[src/rtl/instr_enc_pkg.sv]
// Shared LEGv8 encoding constants, op kinds and stream-writer state for the
// instruction encoder and the control decoder.
package instr_enc_pkg;

  typedef enum logic [3:0] {
    OP_ADD   = 4'd0,
    OP_ADDI  = 4'd1,
    OP_ADDS  = 4'd2,
    OP_SUB   = 4'd3,
    OP_SUBS  = 4'd4,
    OP_LDUR  = 4'd5,
    OP_STUR  = 4'd6,
    OP_LDURB = 4'd7,
    OP_STURB = 4'd8,
    OP_B     = 4'd9,
    OP_CBZ   = 4'd10,
    OP_B_LT  = 4'd11,
    OP_MOVZ  = 4'd12,
    OP_MOVK  = 4'd13
  } op_kind_e;

  typedef enum logic [1:0] {
    ST_RUN,
    ST_DRAIN,
    ST_DONE
  } state_e;

  localparam logic [10:0] OPC_ADD   = 11'b10001011000;
  localparam logic [10:0] OPC_ADDS  = 11'b10101011000;
  localparam logic [10:0] OPC_SUB   = 11'b11001011000;
  localparam logic [10:0] OPC_SUBS  = 11'b11101011000;
  localparam logic [9:0]  OPC_ADDI  = 10'b1001000100;
  localparam logic [10:0] OPC_LDUR  = 11'b11111000010;
  localparam logic [10:0] OPC_STUR  = 11'b11111000000;
  localparam logic [10:0] OPC_LDURB = 11'b00111000010;
  localparam logic [10:0] OPC_STURB = 11'b00111000000;
  localparam logic [5:0]  OPC_B     = 6'b000101;
  localparam logic [7:0]  OPC_CBZ   = 8'b10110100;
  localparam logic [7:0]  OPC_BCOND = 8'b01010100;
  localparam logic [8:0]  OPC_MOVZ  = 9'b110100101;
  localparam logic [8:0]  OPC_MOVK  = 9'b111100101;
  localparam logic [4:0]  COND_LT   = 5'b01011;

  // True when v, read as two's complement, fits in a w-bit signed field.
  function automatic logic fits_signed(input logic [31:0] v, input int unsigned w);
    logic [31:0] hi;
    hi = $signed(v) >>> (w - 1);
    return (hi == '0) || (hi == '1);
  endfunction

  function automatic logic fits_unsigned(input logic [31:0] v, input int unsigned w);
    return (v >> w) == '0;
  endfunction

endpackage

[src/rtl/instr_stream_encoder_fifo.sv]
// Synchronous FIFO with extra-bit pointers; head word is visible combinationally.
module sync_fifo #(
  parameter int WIDTH = 32,
  parameter int DEPTH = 4
) (
  input  logic             clk,
  input  logic             reset,
  input  logic             i_push,
  input  logic             i_pop,
  input  logic [WIDTH-1:0] i_data,
  output logic [WIDTH-1:0] o_data,
  output logic             o_full,
  output logic             o_empty
);

  localparam int AW = $clog2(DEPTH);

  logic [WIDTH-1:0] r_mem [DEPTH];
  logic [AW:0]      r_wr_ptr;
  logic [AW:0]      r_rd_ptr;
  logic             w_do_push;
  logic             w_do_pop;

  assign w_do_push = i_push && !o_full;
  assign w_do_pop  = i_pop && !o_empty;

  // NOTE: storage is not reset; only the pointers define which entries are valid.
  always_ff @(posedge clk) begin
    if (w_do_push) r_mem[r_wr_ptr[AW-1:0]] <= i_data;
  end

  // NOTE: sequential state uses non-blocking assignments so all registers update together.
  always_ff @(posedge clk or posedge reset) begin
    if (reset) begin
      r_wr_ptr <= '0;
      r_rd_ptr <= '0;
    end else begin
      if (w_do_push) r_wr_ptr <= r_wr_ptr + 1'b1;
      if (w_do_pop)  r_rd_ptr <= r_rd_ptr + 1'b1;
    end
  end

  assign o_data  = r_mem[r_rd_ptr[AW-1:0]];
  assign o_empty = (r_wr_ptr == r_rd_ptr);
  assign o_full  = (r_wr_ptr[AW] != r_rd_ptr[AW]) && (r_wr_ptr[AW-1:0] == r_rd_ptr[AW-1:0]);

endmodule

[src/rtl/instr_stream_encoder.sv]
// Encodes symbolic LEGv8 requests into machine words and streams them through
// a FIFO into the instruction-memory write port at sequential word addresses.
module instr_stream_encoder
  import instr_enc_pkg::*;
#(
  parameter int ADDR_W     = 16,
  parameter int BASE_ADDR  = 0,
  parameter int FIFO_DEPTH = 4
) (
  input  logic              clk,
  input  logic              reset,
  input  logic              in_valid,
  output logic              in_ready,
  input  logic [3:0]        in_op,
  input  logic [4:0]        in_rd,
  input  logic [4:0]        in_rn,
  input  logic [4:0]        in_rm,
  input  logic [31:0]       in_imm,
  input  logic [1:0]        in_hw,
  input  logic              flush,
  output logic              imem_wr_en,
  output logic [ADDR_W-1:0] imem_addr,
  output logic [31:0]       imem_wdata,
  input  logic              imem_wr_ready,
  output logic              enc_err,
  output logic [7:0]        err_count,
  output logic              done
);

  localparam logic [ADDR_W-1:0] BASE = ADDR_W'(BASE_ADDR);

  state_e            r_state;
  state_e            w_state_next;
  logic [ADDR_W-1:0] r_addr;
  logic              r_enc_err;
  logic [7:0]        r_err_count;
  logic [31:0]       w_word;
  logic [31:0]       w_head;
  logic              w_legal;
  logic              w_full;
  logic              w_empty;
  logic              w_accept;
  logic              w_push;
  logic              w_pop;

  // NOTE: every output of this block gets a default first, so no latch is inferred.
  always_comb begin
    w_word  = '0;
    w_legal = 1'b1;
    case (op_kind_e'(in_op))
      OP_ADD:   w_word = {OPC_ADD,  in_rm, 6'd0, in_rn, in_rd};
      OP_ADDS:  w_word = {OPC_ADDS, in_rm, 6'd0, in_rn, in_rd};
      OP_SUB:   w_word = {OPC_SUB,  in_rm, 6'd0, in_rn, in_rd};
      OP_SUBS:  w_word = {OPC_SUBS, in_rm, 6'd0, in_rn, in_rd};
      OP_ADDI: begin
        w_legal = fits_unsigned(in_imm, 12);
        w_word  = {OPC_ADDI, in_imm[11:0], in_rn, in_rd};
      end
      OP_LDUR, OP_STUR, OP_LDURB, OP_STURB: begin
        w_legal = fits_signed(in_imm, 9);
        case (op_kind_e'(in_op))
          OP_LDUR:  w_word = {OPC_LDUR,  in_imm[8:0], 2'b00, in_rn, in_rd};
          OP_STUR:  w_word = {OPC_STUR,  in_imm[8:0], 2'b00, in_rn, in_rd};
          OP_LDURB: w_word = {OPC_LDURB, in_imm[8:0], 2'b00, in_rn, in_rd};
          default:  w_word = {OPC_STURB, in_imm[8:0], 2'b00, in_rn, in_rd};
        endcase
      end
      OP_B: begin
        w_legal = fits_signed(in_imm, 26);
        w_word  = {OPC_B, in_imm[25:0]};
      end
      OP_CBZ: begin
        w_legal = fits_signed(in_imm, 19);
        w_word  = {OPC_CBZ, in_imm[18:0], in_rd};
      end
      OP_B_LT: begin
        w_legal = fits_signed(in_imm, 19);
        w_word  = {OPC_BCOND, in_imm[18:0], COND_LT};
      end
      OP_MOVZ: begin
        w_legal = fits_unsigned(in_imm, 16);
        w_word  = {OPC_MOVZ, in_hw, in_imm[15:0], in_rd};
      end
      OP_MOVK: begin
        w_legal = fits_unsigned(in_imm, 16);
        w_word  = {OPC_MOVK, in_hw, in_imm[15:0], in_rd};
      end
      default: w_legal = 1'b0;
    endcase
  end

  // Illegal requests are handshaken but never reach the FIFO.
  assign in_ready = (r_state == ST_RUN) && !w_full;
  assign w_accept = in_valid && in_ready;
  assign w_push   = w_accept && w_legal;
  assign w_pop    = !w_empty && imem_wr_ready;

  sync_fifo #(
    .WIDTH (32),
    .DEPTH (FIFO_DEPTH)
  ) u_fifo (
    .clk     (clk),
    .reset   (reset),
    .i_push  (w_push),
    .i_pop   (w_pop),
    .i_data  (w_word),
    .o_data  (w_head),
    .o_full  (w_full),
    .o_empty (w_empty)
  );

  always_ff @(posedge clk or posedge reset) begin
    if (reset) r_state <= ST_RUN;
    else       r_state <= w_state_next;
  end

  always_comb begin
    w_state_next = r_state;
    case (r_state)
      ST_RUN:   if (flush) w_state_next = (w_empty && !w_push) ? ST_DONE : ST_DRAIN;
      ST_DRAIN: if (w_empty) w_state_next = ST_DONE;
      ST_DONE:  w_state_next = ST_RUN;
      default:  w_state_next = ST_RUN;
    endcase
  end

  always_ff @(posedge clk or posedge reset) begin
    if (reset) begin
      r_addr      <= BASE;
      r_enc_err   <= 1'b0;
      r_err_count <= '0;
    end else begin
      r_enc_err <= w_accept && !w_legal;
      if (w_accept && !w_legal && (r_err_count != 8'hFF)) r_err_count <= r_err_count + 8'd1;
      if (r_state == ST_DONE) r_addr <= BASE;
      else if (w_pop)         r_addr <= r_addr + ADDR_W'(4);
    end
  end

  assign imem_wr_en = !w_empty;
  assign imem_addr  = r_addr;
  assign imem_wdata = w_empty ? 32'd0 : w_head;
  assign enc_err    = r_enc_err;
  assign err_count  = r_err_count;
  assign done       = (r_state == ST_DONE);

endmodule
[config.mk]
export PLATFORM = sky130hd
export DESIGN_NAME = instr_stream_encoder
export DESIGN_NICKNAME = d
export VERILOG_FILES = /design/src/rtl/instr_enc_pkg.sv /design/src/rtl/instr_stream_encoder_fifo.sv /design/src/rtl/instr_stream_encoder.sv
export SDC_FILE = /design/constraint.sdc
export NUM_CORES = 1
export LEC_CHECK = 0
export ABC_AREA = 1
export CAP_MARGIN = 20
export CORE_MARGIN = 3
export CORE_UTILIZATION = 30
export DETAILED_ROUTE_END_ITERATION = 8
export PLACE_DENSITY = 0.6
export SLEW_MARGIN = 25
export SYNTH_ARGS = -nofsm -noshare
export SYNTH_HDL_FRONTEND = slang
export SYNTH_HIERARCHICAL = 1
export SYNTH_SLANG_ARGS = --single-unit
[constraint.sdc]
create_clock -name clk -period 7.6 [get_ports clk]
set_input_delay 1.52 -clock clk [delete_from_list [all_inputs] [get_ports clk]]
set_output_delay 1.52 -clock clk [all_outputs]
set_load 0.1 [all_outputs]
==> out/results.tsv <==
stage	metric	value	unit
status	status	finished clean	
timing	hold_viol_final	0	
synthesis	synth-async-reset-ratio	19.50	%
grt	antenna_found_initial	0	
grt	grt_overflow	0	
timing	whs	526.7	ps
final_layout	multi_input_area	2651	sq um
min_path	min_from	r_state[0]	
floorplanning	num_rows	58	
synthesis	synthFlopType	edfxtp_1	
critical_path	cp-startpoint	u_fifo/r_rd_ptr[0]	
critical_path	cp.arrival	4200	ps
synthesis	yosys.area.top_type	edfxtp_1	
timing	fin_crit	5715	ps
floorplanning	ios	118	
floorplanning	die_width	167.0	um
grt	grt_pass1_vias	5932	
synthesis	ys_seq_area_share	59.41	%
critical_path	r2r_start	u_fifo/r_rd_ptr[1]	
clocking	tritoncts.num_buffers	17	
detailed_routing	num_vias	6126	
detailed_routing	dr.pass1.iters	5	
floorplanning	die-area	27880	sq um
clocking	cts_sinks	159	
clocking	cts_resized	0	
synthesis	post_synth_inst_count	813	
critical_path	critPathTopFamily	buffers and inverters	
placed_design	dp_hpwl	14130	um
synthesis	yosys-top-cells-area	edfxtp_1 49%, dfrtp_1 10%, nor2_1 6.9%	
timing	worst_slew_pin_slew	1075	ps
detailed_routing	drc	0	
timing	setup_viol	0	
clocking	cts_tree	built	
synthesis	synth_cell_type_count	42	
clocking	clk_pin_slew	60	ps
min_path	holdCritPathClass	reg2reg	
detailed_routing	drt-wirelength-per-cell	16.07	um
timing	slew_headroom	27.85	%
critical_path	cp_max_fo	65	
placed_design	placedCellCount	1235	
timing	fin_skew	13.66	ps
critical_path	crit_chain	buf_4 > clkinv_2 > o21ai_0 > o22ai_1 > inv_1 > nor2_1 > clkdlybuf4s50_1	
floorplanning	initial_core_util	30.70	%
grt	grt_pass1_wl	32520	um
final_layout	n_fill_cell	2446	
final_layout	ff_latch_area	4621	sq um
synthesis	synth_edf_count	128	
critical_path	crit_slowest_cell	clkdlybuf4s50_1	
critical_path	endpoint_kind	primary output	
clocking	hold_buffers	0	
final_layout	area_growth	26.59	%
detailed_routing	drtAntennaViolNets	0	
critical_path	critPathBufInv	4	
timing	report.final.slew_viol_count	0	
timing	rsz0062_at_grt	no	
synthesis	yosys_register_bits	159	
detailed_routing	totalWireLength	20360	um
clocking	clock_latency	420	ps
final_layout	mostFrequentLayoutCells	140 x nor2_1, 137 x nand2_1, 128 x edfxtp_1	
detailed_routing	routed_via_density	4.835	
final_layout	finalNonFillerCells	1267	
timing	period_share	75.20	%
floorplanning	fp.dieH	167.0	um
floorplanning	core-area	25330	sq um
placed_design	io_buffer_count	115	
run	maxCapViolCount	0	
critical_path	setup.worst_path.class	reg2out	
clocking	htree_levels	4	
final_layout	drive_gt1_share	7.684	%
timing	finalSetupTns	0	ps
final_layout	layout_commonest_cell	nor2_1	
critical_path	worstPathRequired	6080	ps
clocking	cts_max_path_buffers	2	
synthesis	avgSynthCellArea	9.563	sq um
grt	grt_max_degree	66	
clocking	post_cts_buffers	0	
timing	fmax	175.0	MHz
detailed_routing	drt_iter0_drc	519	
synthesis	syn_area	7775	sq um
grt	track_usage	14.67	%
critical_path	cpPeakStageDelay	980	ps
critical_path	start_kind	flip-flop	
synthesis	yosysWarnings	6	
final_layout	antenna_cells	0	
final_layout	final_nets	989	
placed_design	gp_congestion	0.8977	
synthesis	netlist.area_leader.share	49.44	%
clocking	clockRootBuffer	clkbuf_16	
==> routing by layer <==
metal,share of wire [%],vias up,global-route usage (%)
li1,-,2995,-
met1,46,2878,20.34
met2,46,217,22.88
met3,5.9,36,2.587
met4,2.8,0,5.918
met5,0,-,0
==> cells in the mapped netlist, types with 2 or more instances <==
master,number
a21oi_1,10
a221o_1,2
a22oi_1,9
buf_2,10
buf_4,4
clkbuf_1,15
dfrtp_1,31
edfxtp_1,128
ha_1,7
inv_1,88
inv_2,8
nand2_1,137
nand2_2,5
nand2_4,4
nand3_1,32
nand3_4,2
nand3b_1,2
nand4_1,12
nor2_1,143
nor2_4,3
nor3_1,8
nor4_1,2
o2111ai_1,5
o211ai_1,9
o21ai_0,80
o21ai_1,2
o221ai_1,3
o22ai_1,33
xor2_1,6
==> tightest hold or removal path: stages (launching register included) <==
cell     delay (ps)
dfrtp_1         350
nand3_1          80
nand2_1          60
==> final timing paths <==
check                           slack (ps)                  end  depth (start not counted)
max in group asynchronous             5730         err_count[0]                          2
worst min register to register         530           r_state[0]                          2
min in group asynchronous             1360   u_fifo/r_wr_ptr[0]                          2
worst max register to register        4440  u_fifo/r_mem[3][20]                         15
worst max-delay path                  1880       imem_wdata[21]                          7
worst min-delay path                   530           r_state[0]                          2
==> cell type report <==
| class | count | share of cell area [%] |
|---|---|---|
| Inverter | 97 | 3.712 |
| Tap cell | 330 | 4.195 |
| Timing Repair Buffer | 122 | 12.23 |
| Clock buffer | 17 | 4.322 |
| Sequential cell | 159 | 46.95 |
| Clock inverter | 15 | 1.653 |
| Multi-Input combinational cell | 527 | 26.94 |
==> per-stage QoR <==
step,cell area [sq um],util (%),setup WS (ps)
floorplan,7779,-,2858
global placement,9253,36.53,2191
detailed placement,9253,36.53,2421
CTS,9841,38.85,1998
global route,9842,38.86,1553
finish,9842,38.86,1885
==> cell families (layout without fill, tap and decap cells) <==
logic type / after synthesis / count (layout) / share of synthesized area (%)
other: 1 / 2 / 0.04823
XOR/XNOR: 8 / 8 / 1.143
AO/OA/AOI/OAI: 155 / 155 / 11.65
adder cells (fa/ha/maj): 7 / 7 / 1.126
AND/OR/NAND/NOR: 355 / 355 / 19.99
flip-flops: 159 / 159 / 59.41
buffers and inverters: 128 / 251 / 6.630
==> sequential cells by signal, summed over array words and instances (netlist names) <==
signal           count
enc_err              1
err_count            8
imem_addr           14
r_state              2
u_fifo/r_mem       128
u_fifo/r_rd_ptr      3
u_fifo/r_wr_ptr      3
Power is not shown: default switching activity piles up to over one toggle a cycle in this logic, so the estimate is an artifact.
==> patch 1: new RTL, same settings <==
`ADDR_W`: 16 -> 15.
--- a/src/rtl/instr_stream_encoder.sv
+++ b/src/rtl/instr_stream_encoder.sv
@@ -5,3 +5,3 @@
 #(
-  parameter int ADDR_W     = 16,
+  parameter int ADDR_W     = 15,
   parameter int BASE_ADDR  = 0,
Ports: changed (resized imem_addr); port bits go from 118 to 117. The function was not compared with the original's and may differ.
==> patch 1 against the original RTL <==
Die area fell by 1.4%; setup slack got worse by 0.11 ns; core utilization rose by 0.34 points; synthesized area fell by 1.4%; sequential cell count fell by 1; sequential share of layout area rose by 0.42 points; maximum frequency fell by 1.8%; synthesized cell count fell by 2.5%; routed wire length barely moved; cell area fell by 1.4%; largest cell class unchanged.
Power is left out: the tool's default activity adds up to more than one toggle a clock period on the data nets, which glitch-free logic cannot reach.
==> patch 1: results (changes against the original RTL) <==
CTS clk-pin slew, worst paths=0.06 ns (about the same); clock skew=0.00812 ns (was 0.0137 ns); 1st-iter DRT viols=476 (was 519); register area share after synthesis=59.9% (was 59.4%); Top FF cell, synth=edfxtp_1 (unchanged); via count=6,010 (was 6,126); first-pass GRT wire length=32,400 um (was 32,500 um); Final GP Congestion=0.816 (was 0.898); largest stage delay on the critical path=0.97 ns; diode count=0 (unchanged); H-tree level count=4 (unchanged); Synth top area share=50.1% (was 49.4%); DPL Wire Length=13,500 um (was 14,100 um); EDFF count, synth=128 (unchanged); WL met2=9690 um (was 9300 um); WP data arrival=4.30 ns (was 4.20 ns); FFs w/ async S/R, synth=19.0% (was 19.5%); YS warnings=6 (unchanged); GRT Util Overall=14.8% (was 14.7%); register area=4600 um^2 (was 4620 um^2); worst hold path type=flop to flop (unchanged); initial antenna violation count=0 (unchanged); Max Used Layer=met4 (unchanged); Area contributors post-synth=edfxtp_1, dfrtp_1, nor2_1 (unchanged); M1 WL=9210 um (was 9280 um); worst-skew pair later-pin latency=0.42 ns (about the same); worst rel slew slack=33.1% (was 27.8%); Avg WL per Cell=16.4 um (was 16.1 um); status=complete, no violations (unchanged); CTS Buf Count=17 (unchanged); vias in the first global route=5,870 (was 5,932); CTS resizes=0 (unchanged); top cells by instance count after synthesis=nor2_1, edfxtp_1, nand2_1 (was nor2_1, nand2_1, edfxtp_1); WL met3=977 um (was 1210 um); crit-path max FO=65 (unchanged); Final nets=968 (was 989); placed standard-cell area=9130 um^2 (was 9250 um^2); post-synth cell types=41 (was 42); root buf cell=clkbuf_16 (unchanged); Post-CTS Setup Bufs=0 (unchanged); IO buf count=114 (was 115); number of flip-flops in the largest register=128 (unchanged); share of layout cells above drive strength 1=7.87% (was 7.68%); Filler Cells Inserted=2,385 (was 2,446); largest net degree at the start of global routing=66 (unchanged)
## patch 1: cell families after synthesis
group | synth area share (%)
DFF | 59.9
other | 0.0489
and+or+nand+nor | 19.0
AOI/OAI and AO/OA | 12.2
buffers and inverters | 6.43
adders and majority gates | 1.14
xor gates and xnor gates | 1.27
## patch 1: final timing paths
| kind | startpoint | end | slack (ns) | cells past startpoint |
|---|---|---|---|---|
| setup / recovery | u_fifo/r_rd_ptr[0] | imem_wdata[14] | 1.78 | 7 |
| hold / removal | err_count[1] | err_count[1] | 0.53 | 2 |
| setup reg to reg | u_fifo/r_rd_ptr[1] | u_fifo/r_mem[3][14] | 4.15 | 15 |
| hold reg to reg | err_count[1] | err_count[1] | 0.53 | 2 |
| max in group asynchronous | reset | err_count[1] | 5.64 | 2 |
| min in group asynchronous | reset | u_fifo/r_wr_ptr[0] | 1.38 | 2 |
## patch 1: stage by stage
step                cells  worst slack, ns
floorplan             794             2.85
global placement     1208             2.43
detailed placement   1208             2.36
CTS                  1239             1.91
global route         1239             1.37
finish               1239             1.78
## patch 1: routing by layer
layer | track usage [%] | vias to the layer above
li1 | - | 2931
met1 | 19.2 | 2838
met2 | 24.7 | 202
met3 | 2.79 | 39
met4 | 5.50 | 0
met5 | 0 | -
## patch 1: area by class of cell
type,count,area share [%]
tap,324,4.18
timing repair buffer,120,12.2
clock buffer,18,4.42
clock inverter,13,1.50
sequential,158,47.4
inverter,93,3.62
multi-input combinational,513,26.7
## patch 1: worst max-delay path, delay by kind of cell (launching register included)
kind                   cells  cell delay, ns
AND/OR/NAND/NOR            1            0.04
flip-flops                 1            0.87
buffers and inverters      4            2.25
AO/OA/AOI/OAI              2            0.66
==> patch 2: new RTL, config.mk and constraints unchanged <==
Made on the original files. Remove the register `r_enc_err`: a continuous assignment takes its place, so the output `enc_err` follows one clock earlier.
--- a/src/rtl/instr_stream_encoder.sv
+++ b/src/rtl/instr_stream_encoder.sv
@@ -129,6 +129,4 @@
       r_addr      <= BASE;
-      r_enc_err   <= 1'b0;
       r_err_count <= '0;
     end else begin
-      r_enc_err <= w_accept && !w_legal;
       if (w_accept && !w_legal && (r_err_count != 8'hFF)) r_err_count <= r_err_count + 8'd1;
@@ -138,2 +136,4 @@
   end
+
+  assign r_enc_err = w_accept && !w_legal;
 
Behaviour: not the same (a bounded check fails within 4 cycles, from zero or initial values and one cycle with reset high).
==> patch 2 against the original RTL <==
Setup slack lost 0.18 ns; core utilization shrank 0.16 points; non-clock buffer count did not move; sequential cell count decreased by 1; hold slack worse by 0.043 ns; synthesized area down 0.74%; cell area shrank 0.70%; register-to-register slack got worse by 0.41 ns; routed wire length down 0.35%.
Power is not shown: default switching activity piles up to over one toggle a cycle in this logic, so the estimate is an artifact.
==> patch 2: results (changes against the original RTL) <==
status=complete, no violations (unchanged); flop-to-flop setup slack=4.03 ns (was 4.44 ns); post-synth cell types=45 (was 42); Detailed Routing Iterations Pass 1=5 (unchanged); GRT Util Overall=14.7% (about the same); CTS resizes=0 (unchanged); diode count=0 (unchanged); top cells by instance count after synthesis=nand2_1, nor2_1, edfxtp_1 (was nor2_1, nand2_1, edfxtp_1); R2R Path Start=u_fifo/r_rd_ptr[1] (unchanged); initial antenna violation count=0 (unchanged); Area contributors post-synth=edfxtp_1, dfrtp_1, nand2_1 (was edfxtp_1, dfrtp_1, nor2_1); H-tree level count=4 (unchanged); WP data arrival=4.38 ns (was 4.20 ns); r2r worst-path depth=15 (unchanged); Final Worst Setup Slack=1.70 ns (was 1.88 ns); largest net degree at the start of global routing=66 (unchanged); YS warnings=6 (unchanged); Top FF cell, synth=edfxtp_1 (unchanged); DRC viols=0 (unchanged); CTS clk-pin slew, worst paths=0.07 ns; worst r2r dst=u_fifo/r_mem[3][21] (was u_fifo/r_mem[3][20]); first-pass GRT wire length=32,400 um (was 32,500 um); register area share after synthesis=59.5% (was 59.4%); slowest CP cell=clkdlybuf4s50_1 (unchanged); share of layout cells above drive strength 1=7.79% (was 7.68%); Routed Wire Length=20,300 um (was 20,400 um); Syn Inst Count=813 (unchanged); crit path to=enc_err (was imem_wdata[21]); CTS Buf Count=17 (unchanged); root buf cell=clkbuf_16 (unchanged); DPL Wire Length=13,500 um (was 14,100 um); FFs w/ async S/R, synth=19.0% (was 19.5%); crit-path max FO=21 (was 65); Crit. Startpoint=in_op[2] (was u_fifo/r_rd_ptr[0]); IO buf count=115 (unchanged); EDFF count, synth=128 (unchanged); 1st-iter DRT viols=528 (was 519); delay-heaviest family, CP=buffers and inverters (unchanged); worst-skew pair later-pin latency=0.43 ns; vias per cell=4.87 (was 4.84); Hold Violations, Final=0 (unchanged); worst hold path type=flop to flop (unchanged); largest stage delay on the critical path=1.17 ns (was 0.98 ns); clock skew=0.0146 ns (was 0.0137 ns); Final GP Congestion=0.893 (was 0.898); Worst-Margin Slew=1.03 ns (was 1.08 ns); vias in the first global route=5,961 (was 5,932); Clock Path Buffers=2 (unchanged)
-- patch 2: changes by cell type in the layout (fill, tap and decap cells not counted), moves of 3 or more --
cell / change
nor2_2: +3
nor3_1: -3
clkinv_2: +3
inv_1: -7
nand2_1: +15
a21oi_1: +4
nand4_1: -5
clkinvlp_4: -3
-- patch 2: worst min-delay path by stage --
stage	startpoint	to	slack (ns)	cells after the start
final	imem_addr[15]	imem_addr[15]	0.48	1
after global routing	imem_addr[15]	imem_addr[15]	0.50	1
after CTS	imem_addr[15]	imem_addr[15]	0.48	1
after detailed placement	imem_addr[15]	imem_addr[15]	0.47	1
after global placement	imem_addr[15]	imem_addr[15]	0.46	1
after floorplan	r_state[0]	r_state[0]	0.48	2
-- patch 2: logic make-up (layout without fill, tap and decap cells) --
| logic type | Yosys count | in the layout | synth area share (%) |
|---|---|---|---|
| fa+ha+maj | 7 | 7 | 1.13 |
| xor+xnor | 8 | 8 | 1.15 |
| other cells | 1 | 2 | 0.0486 |
| simple gates | 365 | 365 | 20.2 |
| compound gates | 153 | 153 | 11.6 |
| flops | 158 | 158 | 59.5 |
| buf+inv | 121 | 244 | 6.29 |
-- patch 2: area by class of cell --
| cell class | count | area, um^2 |
|---|---|---|
| fillers | 2510 | 15500 |
| flip-flops and latches | 158 | 4600 |
| multi-input cells | 535 | 2650 |
| repair buffers | 122 | 1200 |
| clock buffers | 17 | 425 |
| well taps | 330 | 413 |
| inverters | 90 | 340 |
| clock inverters | 15 | 146 |
-- patch 2: stage by stage --
stage | cells | instance area (um^2)
after CTS | 1267 | 9770
after detailed placement | 1235 | 9200
after floorplan | 814 | 7720
after global routing | 1267 | 9770
after global placement | 1235 | 9200
final | 1267 | 9770
-- patch 2: metal layers --
| layer | global-route usage (%) | vias up | wire, um |
|---|---|---|---|
| met5 | 0 | - | 0 |
| met4 | 3.30 | 0 | 139 |
| met3 | 3.88 | 12 | 1240 |
| met2 | 23.1 | 198 | 9250 |
| met1 | 20.5 | 2975 | 9660 |
| li1 | - | 2984 | - |
